File: config.mk
export PLATFORM = sky130hd
export DESIGN_NAME = index_frame_decoder
export DESIGN_NICKNAME = d
export VERILOG_FILES = /design/src/rtl/index_frame_decoder.sv
export SDC_FILE = /design/constraint.sdc
export NUM_CORES = 1
export LEC_CHECK = 0
export BUFFER_PORTS_ARGS = -buffer_cell sky130_fd_sc_hd__buf_2
export CAP_MARGIN = 20
export CORE_UTILIZATION = 40
export DETAILED_ROUTE_END_ITERATION = 10
export HOLD_SLACK_MARGIN = 0.02
export PLACE_DENSITY = 0.68
export SETUP_SLACK_MARGIN = 0.05
export SYNTH_ARGS = -nofsm -noshare
export SYNTH_HDL_FRONTEND = slang
export SYNTH_SLANG_ARGS = --single-unit
File: constraint.sdc
create_clock -name clk -period 1.32 [get_ports clk]
set_input_delay 0.066 -clock clk [delete_from_list [all_inputs] [get_ports clk]]
set_output_delay 0.066 -clock clk [all_outputs]
set_load 0.1 [all_outputs]
File: src/rtl/index_frame_decoder.sv
// Decodes a stream of encoded indices to a one-hot vector and folds each
// in_last-delimited frame into a request mask with beat count and duplicate flag.
module index_frame_decoder #(
    parameter int IDX_W = 2,
    parameter int CNT_W = 4
) (
    input  logic                  clk,
    input  logic                  rst,
    input  logic                  in_valid,
    output logic                  in_ready,
    input  logic [IDX_W-1:0]      in_idx,
    input  logic                  in_last,
    output logic [(1<<IDX_W)-1:0] dec_onehot,
    output logic                  dec_valid,
    output logic                  out_valid,
    input  logic                  out_ready,
    output logic [(1<<IDX_W)-1:0] out_mask,
    output logic [CNT_W-1:0]      out_count,
    output logic                  out_dup
);

    localparam int N = 1 << IDX_W;
    localparam logic [CNT_W-1:0] CNT_MAX = '1;

    typedef enum logic [0:0] {
        ACCUM  = 1'b0,
        OUTPUT = 1'b1
    } state_t;

    state_t             state_reg, state_next;
    logic [N-1:0]       acc_reg, acc_next;
    logic [CNT_W-1:0]   cnt_reg, cnt_next;
    logic               dup_reg, dup_next;
    logic [N-1:0]       dec_onehot_reg, dec_onehot_next;
    logic               dec_valid_reg, dec_valid_next;
    logic               out_valid_reg, out_valid_next;
    logic [N-1:0]       out_mask_reg, out_mask_next;
    logic [CNT_W-1:0]   out_count_reg, out_count_next;
    logic               out_dup_reg, out_dup_next;

    logic [N-1:0]       onehot;
    logic [CNT_W-1:0]   cnt_inc;
    logic               hit;
    logic               accept;

    generate
        for (genvar gi = 0; gi < N; gi++) begin : g_decode
            assign onehot[gi] = (in_idx == IDX_W'(gi));
        end
    endgenerate

    assign in_ready = (state_reg == ACCUM) && !rst;
    assign accept   = in_valid && in_ready;
    // Counter sticks at its maximum rather than wrapping.
    assign cnt_inc  = (cnt_reg == CNT_MAX) ? cnt_reg : cnt_reg + 1'b1;
    assign hit      = |(acc_reg & onehot);

    always_comb begin
        state_next      = state_reg;
        acc_next        = acc_reg;
        cnt_next        = cnt_reg;
        dup_next        = dup_reg;
        dec_onehot_next = dec_onehot_reg;
        dec_valid_next  = 1'b0;
        out_valid_next  = out_valid_reg;
        out_mask_next   = out_mask_reg;
        out_count_next  = out_count_reg;
        out_dup_next    = out_dup_reg;

        case (state_reg)
            ACCUM: begin
                if (accept) begin
                    dec_onehot_next = onehot;
                    dec_valid_next  = 1'b1;
                    if (in_last) begin
                        // Frame closes: publish the result including this beat and start fresh.
                        out_mask_next  = acc_reg | onehot;
                        out_count_next = cnt_inc;
                        out_dup_next   = dup_reg | hit;
                        out_valid_next = 1'b1;
                        acc_next       = '0;
                        cnt_next       = '0;
                        dup_next       = 1'b0;
                        state_next     = OUTPUT;
                    end else begin
                        acc_next = acc_reg | onehot;
                        cnt_next = cnt_inc;
                        dup_next = dup_reg | hit;
                    end
                end
            end
            OUTPUT: begin
                if (out_ready) begin
                    out_valid_next = 1'b0;
                    state_next     = ACCUM;
                end
            end
            default: begin
                state_next = ACCUM;
            end
        endcase
    end

    always_ff @(posedge clk) begin
        if (rst) begin
            state_reg      <= ACCUM;
            acc_reg        <= '0;
            cnt_reg        <= '0;
            dup_reg        <= 1'b0;
            dec_onehot_reg <= '0;
            dec_valid_reg  <= 1'b0;
            out_valid_reg  <= 1'b0;
            out_mask_reg   <= '0;
            out_count_reg  <= '0;
            out_dup_reg    <= 1'b0;
        end else begin
            state_reg      <= state_next;
            acc_reg        <= acc_next;
            cnt_reg        <= cnt_next;
            dup_reg        <= dup_next;
            dec_onehot_reg <= dec_onehot_next;
            dec_valid_reg  <= dec_valid_next;
            out_valid_reg  <= out_valid_next;
            out_mask_reg   <= out_mask_next;
            out_count_reg  <= out_count_next;
            out_dup_reg    <= out_dup_next;
        end
    end

    assign dec_onehot = dec_onehot_reg;
    assign dec_valid  = dec_valid_reg;
    assign out_valid  = out_valid_reg;
    assign out_mask   = out_mask_reg;
    assign out_count  = out_count_reg;
    assign out_dup    = out_dup_reg;

endmodule

; ---- Yosys cells after proc, flatten, opt, wreduce, memory -nomap -nowiden
; Cells that the tools add are included.
[word_totals]
register_bits = 25
in_bits = 7
out_inout_bits = 16
elab_cells = 44
[op_classes]
n_addsub = 1
n_eq_ne = 7
n_mux = 13
bitwise_logic = 4
n_reduce_logical = 9
[op_table]
columns = op, n
row1 = 2-to-1 mux 4 bit, 3
row2 = 2-to-1 mux 1 bit, 8
row3 = "!= test 2 bit, second input constant", 3
row4 = AND reduction 3 bit, 2
row5 = "adder 4 x 1 -> 4 bit, second input constant", 1
row6 = AND 4 bit, 1
row7 = "== test 2 bit, second input constant", 2
row8 = "== test 4 bit, second input constant", 1
row9 = bitwise OR 4 bit, 1
row10 = case mux 1 bit (2 select lines), 2
row11 = OR reduction 4 bit, 1
row12 = "== test 2 x 1 -> 1 bit, second input constant", 1
row13 = logical AND 1 bit, 2
row14 = logical NOT 2 bit, 1
row15 = AND reduction 2 bit, 1
row16 = OR reduction 2 bit, 1
row17 = logical NOT 1 bit, 1
row18 = inverter 1 bit, 1
row19 = bitwise OR 1 bit, 1

; ---- Logic depth before layout (Yosys ltp)
; Gate-level depths: netlist of run 1.
[depth]
depth_word = 5
depth_mapped = 6
mapped_depth_nobuf = 4

; ---- Worst setup path before layout of run 1
; No wires, ideal clock.
[synth_path]
kind = input-to-output
from = in rst
to = out in_ready
arrival_time_ps = 1726
t_required_ps = 1254
setup_slack_ps = -472
cell_stages = 3
n_path_buf = 2
path_cell_list = buf_2 > buf_1 > nor2_1
[synth_via]
elab_chain_cells = 2
[synth_rtl]
columns = item, line_no
row1 = "start, declared", 8  ; input logic rst,
row2 = logical NOT 1 bit, 52  ; assign in_ready = (state_reg == ACCUM) && !rst;
row3 = logical AND 1 bit, 52
row4 = "end, declared", 10  ; output logic in_ready,
; No other way between the ends.

; ---- Worst setup path after layout of run 1
[layout_path]
from = reg state_reg
to = reg cnt_reg[0]
[layout_via]
elab_chain_cells = 4
[layout_rtl]
columns = item, line_no
row1 = "start, declared", 30  ; state_t state_reg, state_next;
row2 = "start signal, assigned", 117  ; state_reg <= state_next;
row3 = inverter 1 bit (*), -
row4 = logical AND 1 bit, 52
row5 = logical AND 1 bit, 53  ; assign accept = in_valid && in_ready;
row6 = AND reduction 2 bit (no source line) (*), -
row7 = "end signal, assigned", 119  ; cnt_reg <= cnt_next;
row8 = "end, declared", 32  ; logic [CNT_W-1:0] cnt_reg, cnt_next;
; Mark *: on every way between the ends. The rest lies on a longest branch, timed or not.
; A chain may end at the register's enable or synchronous reset.

==> results_dict.tcl, run 1 <==
set metrics [dict create \
    status "complete, no violations" \
    synthCells 112 \
    end_kind "register" \
    drive_gt1_frac 0.490 \
    cts_root_buf "clkbuf_4" \
    critPathMaxFanout 8 \
    drtIter0Drc 15 \
    antenna_found_initial 0 \
    met1_usage 0.236 \
    powerDensity_nw_per_um2 1120 \
    clock_sink_count 25 \
    synth_edf_count 0 \
    fin_worst_hold_slack_ns 0.0621 \
    r2r_start "state_reg$_SDFF_PP0_" \
    min-delay-start "in_idx[1]" \
    hold_viol 0 \
    period_share 0.970 \
    die_area_um2 2890 \
    coreArea_um2 2500 \
    grt_max_degree 21 \
    avgSynthCellArea_um2 9.59 \
    use_met3 0.0593 \
    grt_setup_unrepaired "yes" \
    grt.met2_usage 0.319 \
    synth.net_count 120 \
    ios 23 \
    grt_first_pass_wirelength_mm 3.88 \
    peakVddDrop_mv 0.911 \
    nets 154 \
    num_vias 943 \
    cts_buffer_depth 2 \
    antenna_cells 0 \
    row_count 18 \
    p_leak_nw 0.572 \
    route.detailed.drc 0 \
    dp_cells 168 \
    cp-startpoint "state_reg$_SDFF_PP0_" \
    async_flop_share 0 \
    routed_wl_mm 2.51 \
    pre_cts_slack_ns 0.0134 \
    syn-cell-area_um2 1070 \
    yosys-top-cells-count "25 x dfxtp_1, 13 x a21oi_1, 10 x nand2_1, 10 x nor3_1, 9 x nor2_1" \
    routabilityCongestion 0.764 \
    max_slew_margin 0.678 \
    die_y_um 53.8 \
    via_per_inst 5.39 \
    yosysMostFrequentCell "dfxtp_1" \
    fmax_ghz 0.781 \
    worst_pin_slew_ns 0.486 \
    hp-class "input pin to register" \
    max_cap_violations 0 \
    power_mw 1.55 \
    fin_cells 175 \
    cp.arrival_ns 1.51 \
    finalWorstSetupSlack_ns 0.0395 \
    clock_latency_ns 0.32 \
    track_usage 0.190 \
    yosysTopAreaCellShare 0.466 \
    slew_violations 0 \
    drt-wirelength-per-cell_um 14.3 \
    cts_tree "built" \
    synth.distinct_cells 39 \
    yosys-top-cells-area "dfxtp_1 47%, a21oi_1 6.1%, nor3_1 4.7%, nor3_2 3.7%, nand2_1 3.5%" \
    path_clk_slew_ns 0.13 \
    antenna_left 0 \
    ys_ff_latch 25 \
    syn_to_final_growth_pct 28.4 \
    synth_top_cell_by_area "dfxtp_1" \
    hpwl_mm 1.69 \
    seq_area_frac_synth 0.466 \
    cts_buffers 3 \
    busiest_layer "met2" \
    initial_core_util 0.429 \
    die_w_um 53.8 \
    h-tree-depth 1 \
    skew_ns 0.000760 \
    drt_pass1_iterations 4 \
    grt_pass1_vias 854 \
    critPathRequiredTime_ns 1.55 \
    numPortBuffers 22 \
    yosysWarningCount 0 \
    post-route-min-period_ns 1.28 \
    critPathKind "register to register" \
    final_core_util 0.552 \
    synth_flop_cell "dfxtp_1" \
    overflow 0 \
    cp-start-kind "register" \
    fill_cells 216 \
    setup_violations 0 \
]
[cell type report]
class,count,area (µm²),share of cell area
Timing Repair Buffer,35,233,0.169
Inverter,2,15.0,0.0109
Tap cell,30,37.5,0.0272
Multi-Input combinational cell,79,556,0.403
Sequential cell,25,512,0.371
Clock buffer,4,26.3,0.0191
[path summary, 6_finish.rpt]
check / endpoint / slack (ns) / depth (start not counted)
worst max register to register: cnt_reg[0]$_SDFFE_PP0P_ / 0.04 / 4
worst min register to register: dec_onehot[2]$_SDFFE_PP0P_ / 0.47 / 2
worst max-delay path: cnt_reg[0]$_SDFFE_PP0P_ / 0.04 / 4
worst min-delay path: dec_onehot[3]$_SDFFE_PP0P_ / 0.06 / 3
[metal layers]
metal / wire [µm] / share of wire
met1: 1150 / 0.46
met2: 1230 / 0.49
met3: 107 / 0.043
met4: 19 / 0.0076
met5: 0 / 0
[worst max-delay path, stage by stage (launching register included)]
cell     delay (ns)
dfxtp_2        0.35
or3b_4         0.45
inv_8          0.10
o21ai_2        0.06
a31o_2         0.24
[what timing repair did]
item / in CTS / in global routing
endpoints found under the setup margin: 7 / 11
hold buffers: 0 / 1
resized for setup: 2 / 12
hold endpoints to repair: 0 / 1
pin swaps: 0 / 3
setup buffers: 0 / 2
[report_power, final]
| part | total, mW | internal [mW] | switching, mW |
|---|---|---|---|
| Sequential | 0.804 | 0.788 | 0.0158 |
| Clock | 0.348 | 0.118 | 0.229 |
| Combinational | 0.400 | 0.104 | 0.295 |
| Total | 1.55 | 1.01 | 0.540 |
[cells in the final DEF, fill, tap and decap left out, drive strengths merged]
cell type	Yosys	layout
a31oi	2	2
nor4	1	1
o21ai	3	3
and4b	1	1
or2b	1	1
o31ai	1	1
buf	6	34
nor2	9	9
clkbuf	0	4
and3b	1	1
o21bai	1	1
xnor2	1	1
o211ai	1	1
or2	1	1
a31o	2	2
nor2b	2	2
nand3	3	3
a21oi	14	14
or3b	1	1
dlygate4sd3	0	1
dfxtp	25	25
and3	2	2
nor3	14	14
mux4	1	1
nand3b	1	1
inv	1	2
nand2	10	10
mux2i	1	1
ha	1	1
a211oi	2	2
a32o	2	2
[cells by family (layout without fill, tap and decap cells)]
| group | count (synthesis) | after routing | synth area share |
|---|---|---|---|
| flops | 25 | 25 | 0.466 |
| buf+inv | 8 | 41 | 0.0606 |
| xor+xnor | 1 | 1 | 0.00816 |
| compound gates | 28 | 28 | 0.173 |
| fa+ha+maj | 1 | 1 | 0.0117 |
| simple gates | 47 | 47 | 0.251 |
| mux | 2 | 2 | 0.0303 |
[per-stage QoR]
| stage | TNS [ns] | cell area [µm²] |
|---|---|---|
| final | 0 | 1380 |
| after global routing | 0 | 1380 |
| after CTS | 0 | 1300 |
| after detailed placement | 0 | 1270 |
| after global placement | 0 | 1270 |
| after floorplan | -0.0126 | 1090 |
Note: power is estimated with default switching activity, not from simulation.
==> run 2, diff against run 1 <==
Settings changed: ABC_AREA from default to 1.
==> run 2 against run 1 <==
Worst setup slack improved by 0.055 ns; worst hold slack got worse by 0.043 ns; clock skew increased by 0.011 ns; combinational power decreased by 29%; wire length decreased by 17%; maximum frequency increased by 4.5%; largest cell class unchanged.
==> results_dict.tcl, run 2 <==
set metrics [dict create \
    status "complete, no violations" \
    met1_usage 0.188 \
    dp_cells 191 \
    grt_setup_unrepaired "no" \
    row_count 18 \
    path_clk_slew_ns 0.15 \
    crit_chain "buf_2" \
    overflow 0 \
    post-route-min-period_ns 1.23 \
    die_w_um 55.2 \
    crit_slowest_cell "buf_2" \
    peakVddDrop_mv 0.689 \
    track_usage 0.146 \
    syn-cell-area_um2 1130 \
    num_vias 927 \
    hold_viol 0 \
    h-tree-depth 1 \
    critPathRequiredTime_ns 1.25 \
    powerDensity_nw_per_um2 1100 \
    cts_root_buf "clkbuf_4" \
    synth.net_count 148 \
    end_kind "output port" \
    power_frac_seq 0.554 \
    die_y_um 55.2 \
    via_per_inst 4.73 \
    antenna_left 0 \
    synthCells 140 \
    antenna_cells 0 \
    final_common_cell "nand2_1" \
    drive_gt1_frac 0.349 \
    grt_first_pass_wirelength_mm 3.55 \
    cts_buffers 3 \
    fmax_ghz 0.816 \
    synth_flop_cell "dfxtp_1" \
    ios 23 \
    seq_area_frac_synth 0.442 \
    period_share 0.928 \
    pre_cts_slack_ns 0.124 \
    final_cell_mix "38 x nand2_1, 22 x dfxtp_1, 17 x buf_2" \
    coreArea_um2 2570 \
    drt-wirelength-per-cell_um 10.6 \
    async_flop_share 0 \
    routed_wl_mm 2.07 \
    yosysMostFrequentCell "nand2_1" \
    cts_tree "built" \
    p_sw_mw 0.490 \
    initial_core_util 0.441 \
    cts_buffer_depth 2 \
    slew_violations 0 \
    crit_buf_inv 1 \
    yosys-top-cells-area "dfxtp_1 44%, nand2_1 13%, nand2_4 8.0%, nand3_1 5.7%, a21oi_1 5.3%" \
    clock_sink_count 25 \
    busiest_layer "met2" \
    drtIter0Drc 22 \
    clock_latency_ns 0.34 \
    fill_cells 256 \
    numPortBuffers 22 \
    multiInputGateArea_um2 533 \
    grt_max_degree 15 \
    synth_top_cell_by_area "dfxtp_1" \
    regArea_um2 504 \
    power_frac_comb 0.198 \
    yosys-top-cells-count "38 x nand2_1, 25 x dfxtp_1, 13 x nand3_1, 12 x a21oi_1, 12 x inv_1" \
    antenna_found_initial 0 \
    yosysTopAreaCellShare 0.442 \
    cts_setup_buffers 0 \
    worst_pin_slew_ns 0.485 \
    cp-start-kind "register" \
    clkPwrFrac 0.249 \
    switching_share 0.340 \
    skew_ns 0.0118 \
    use_met3 0.0304 \
    cpPeakStageDelay_ns 0.44 \
    grt_pass1_vias 851 \
    hp-class "input pin to register" \
    finalWorstSetupSlack_ns 0.0949 \
    routabilityCongestion 0.760 \
    synth_edf_count 0 \
    synth.distinct_cells 20 \
    ys_ff_latch 25 \
    fin_cells 196 \
    setup_violations 0 \
    cp.arrival_ns 1.16 \
    yosysWarningCount 0 \
    nets 175 \
    p_leak_nw 0.661 \
    drt_pass1_iterations 4 \
    die_area_um2 3050 \
    cpLargestDelayFamily "buffers and inverters" \
    critPathMaxFanout 2 \
    route.detailed.drc 0 \
    max_slew_margin 0.679 \
    max_cap_violations 0 \
    internal-power_mw 0.952 \
    grt.met2_usage 0.224 \
    syn_to_final_growth_pct 15.9 \
    critPathKind "register to output port" \
    hpwl_mm 1.56 \
    avgSynthCellArea_um2 8.09 \
]
run 2: changes by cell type after synthesis, moves of 4 or more:
cell     before  now
inv_1         1   12
nor3_2        4    0
nand2_2       0    8
nand2_4       0    8
nor3_1       10    0
nand3_1       2   13
nor2_1        9    3
nand2_1      10   38
o21ai_1       0    4
inv_2         0    5
run 2: worst paths after layout:
path                                   from                        to  slack [ns]  depth (start not counted)
setup reg to reg    cnt_reg[0]$_SDFFE_PP0P_   cnt_reg[0]$_SDFFE_PP0P_        0.17                          6
hold reg to reg    out_mask[1]$_SDFFE_PP0P_  out_mask[1]$_SDFFE_PP0P_        0.47                          2
setup / recovery  out_count[3]$_SDFFE_PP0P_              out_count[3]        0.09                          1
hold / removal                      in_last    out_valid$_SDFFE_PP0P_        0.02                          3
run 2: worst reg2reg max path: cells and delay by family (launching register included):
family | cells | cell delay [ns]
simple gates | 4 | 0.35
flops | 1 | 0.41
compound gates | 1 | 0.05
fa+ha+maj | 1 | 0.23
run 2: per-layer routing:
layer | share of wire | wire [µm]
met2 | 0.45 | 932
met1 | 0.49 | 1020
met3 | 0.038 | 78
met5 | 0 | 0
met4 | 0.022 | 46
run 2: through the flow:
step                hold slack (ns)   util  total power [mW]  setup TNS [ns]  area, µm²
floorplan                     0.169      -              1.05          -0.649       1130
global placement              0.270  0.490              1.09               0       1260
detailed placement            0.284  0.490              1.10               0       1260
CTS                          0.0208  0.506              1.45               0       1300
global route                 0.0263  0.511              1.49               0       1310
finish                       0.0190  0.511              1.44               0       1310
run 2: area by class of cell:
| cell class | instances | share of cell area |
|---|---|---|
| multi-input cells | 95 | 0.406 |
| flip-flops and latches | 25 | 0.384 |
| repair buffers | 24 | 0.107 |
| inverters | 18 | 0.0534 |
| well taps | 30 | 0.0286 |
| clock buffers | 3 | 0.0172 |
| clock inverters | 1 | 0.00381 |
run 2: logic make-up after synthesis:
logic type / share of synthesized area
buf+inv: 0.0895
flops: 0.442
fa+ha+maj: 0.0110
simple gates: 0.367
compound gates: 0.0906
run 2: power groups by stage:
stage / Clock [mW] / Sequential [mW] / Combinational (mW)
6_report: 0.358 / 0.799 / 0.285
5_1_grt: 0.384 / 0.803 / 0.300
4_1_cts: 0.369 / 0.799 / 0.285
3_5_place_dp: 0 / 0.815 / 0.281
3_3_place_gp: 0 / 0.813 / 0.279
2_1_floorplan: 0 / 0.932 / 0.120
run 2: what timing repair did:
| item | 4_1_cts | 5_1_grt |
|---|---|---|
| setup endpoints to repair | 2 | 10 |
| endpoints found under the hold margin | 2 | 0 |
| resized for setup | 2 | 6 |
| pin swaps | 0 | 0 |
| hold buffers | 1 | 0 |
| gates cloned | 0 | 0 |
==> run 3, diff against run 2 <==
Settings changed: BUFFER_PORTS_ARGS -buffer_cell sky130_fd_sc_hd__buf_2 to -buffer_cell sky130_fd_sc_hd__buf_4.
==> run 3 against run 2 <==
First-iteration DRC count fell by 9.1%; total power rose by 0.43%; sequential share of layout area fell by 1.4 points; wire length rose by 9.5%; non-clock buffer count did not move; utilization rose by 2.1 points; maximum frequency rose by 2.3%; count of clock-buffer cells in the layout did not move; sequential power barely moved; final cell count did not move; die area did not move; combinational power rose by 5%.
==> results_dict.tcl, run 3 (synthesized netlist as in run 2, its figures left out) <==
set metrics [dict create \
    end_kind "output port" \
    h-tree-depth 1 \
    drtIter0Drc 20 \
    drt_pass1_iterations 4 \
    fin_tns_setup_ns 0 \
    clock_sink_count 25 \
    antenna_found_initial 0 \
    slew_violations 0 \
    grt_first_pass_wirelength_mm 3.82 \
    overflow 0 \
    critPathRequiredTime_ns 1.25 \
    grt_setup_unrepaired "no" \
    die_w_um 55.2 \
    period_share 0.907 \
    row_count 18 \
    fill_cells 264 \
    die_y_um 55.2 \
    post-route-min-period_ns 1.20 \
    via_per_inst 4.94 \
    numPortBuffers 22 \
    max_slew_margin 0.794 \
    powerDensity_nw_per_um2 1060 \
    cp-start-kind "register" \
    grt_pass1_vias 877 \
    antenna_left 0 \
    status "complete, no violations" \
    hold_viol 0 \
    final_common_cell "nand2_1" \
    cp.arrival_ns 1.13 \
    routed_wl_mm 2.27 \
    cts_buffers 3 \
    skew_ns 0.00940 \
    die_area_um2 3050 \
    cts_setup_buffers 0 \
    clock_latency_ns 0.32 \
    syn_to_final_growth_pct 20.8 \
    pre_cts_slack_ns 0.109 \
    cts_root_buf "clkbuf_4" \
    track_usage 0.154 \
    num_vias 968 \
    grt_max_degree 16 \
    dp_cells 190 \
    ios 23 \
    antenna_cells 0 \
    finalWorstSetupSlack_ns 0.123 \
    cts_buffer_depth 2 \
    max_cap_violations 0 \
    critPathMaxFanout 3 \
    p_leak_nw 0.664 \
    route.detailed.drc 0 \
    nets 175 \
    routabilityCongestion 0.778 \
    critPathKind "register to output port" \
    peakVddDrop_mv 0.593 \
    hp-class "input pin to register" \
    cts_tree "built" \
    hpwl_mm 1.65 \
    placed_cell_area_um2 1310 \
    coreArea_um2 2570 \
    drive_gt1_frac 0.349 \
    post-route-cell-area_um2 1370 \
    fmax_ghz 0.835 \
    fin_cells 196 \
    drt-wirelength-per-cell_um 11.6 \
    setup_violations 0 \
    initial_core_util 0.441 \
    worst_pin_slew_ns 0.308 \
    final_cell_mix "38 x nand2_1, 22 x dfxtp_1, 22 x buf_4" \
    path_clk_slew_ns 0.14 \
    power_mw 1.45 \
]
==> run 3: changes by cell type in the layout (fill, tap and decap cells not counted) <==
cell           before  now
buf_2              17    0
nand3_1            13   12
clkinvlp_4          0    1
buf_4               3   22
dfxtp_4             0    1
dfxtp_2             3    2
dlygate4sd3_1       1    2
nand3_2             0    1
clkbuf_4            6    3
clkinv_2            1    0
==> run 3: path summary, 6_finish.rpt <==
kind                                   start                    endpoint  slack, ns  depth (start not counted)
setup / recovery        state_reg$_SDFF_PP0_                    in_ready       0.12                          2
hold / removal                       in_last     cnt_reg[0]$_SDFFE_PP0P_       0.04                          4
setup reg to reg        state_reg$_SDFF_PP0_        dup_reg$_SDFFE_PP0P_       0.17                          6
hold reg to reg   dec_onehot[2]$_SDFFE_PP0P_  dec_onehot[2]$_SDFFE_PP0P_       0.48                          2
==> run 3: through the flow <==
stage,hold WS [ns],util
5_1_grt,0.0588,0.533
4_1_cts,0.0427,0.528
6_report,0.0400,0.533
2_1_floorplan,0.169,-
3_5_place_dp,0.293,0.508
3_3_place_gp,0.276,0.508
==> run 3: layout make-up <==
class                   count  area (µm²)  share of cell area
clock buffers               3        22.5              0.0165
clock inverters             1        7.51             0.00549
inverters                  18        70.1              0.0512
multi-input cells          95         538               0.393
flip-flops and latches     25         507               0.371
well taps                  30        37.5              0.0274
repair buffers             24         185               0.135
==> run 3: power breakdown <==
group / switching [mW] / leakage [nW] / internal, mW
Combinational: 0.228 / 0.445 / 0.0723
Clock: 0.234 / 0.0139 / 0.116
Sequential: 0.0203 / 0.205 / 0.778
==> run 3: critical path, stage by stage (launching register included) <==
cell	delay (ns)
dfxtp_2	0.38
nor2_8	0.12
buf_4	0.30
==> run 3: repair_timing <==
item / in CTS / in global routing
hold endpoints to repair: 10 / 0
hold buffers: 2 / 0
resized for setup: 0 / 5
endpoints found under the setup margin: 0 / 8
==> run 3: per-layer routing <==
layer  track usage  part of all wire  vias up
met4        0.0429             0.016        0
met1         0.204              0.44      428
li1              -                 -      496
met3        0.0211             0.053        8
met5             0                 0        -
met2         0.260              0.49       36
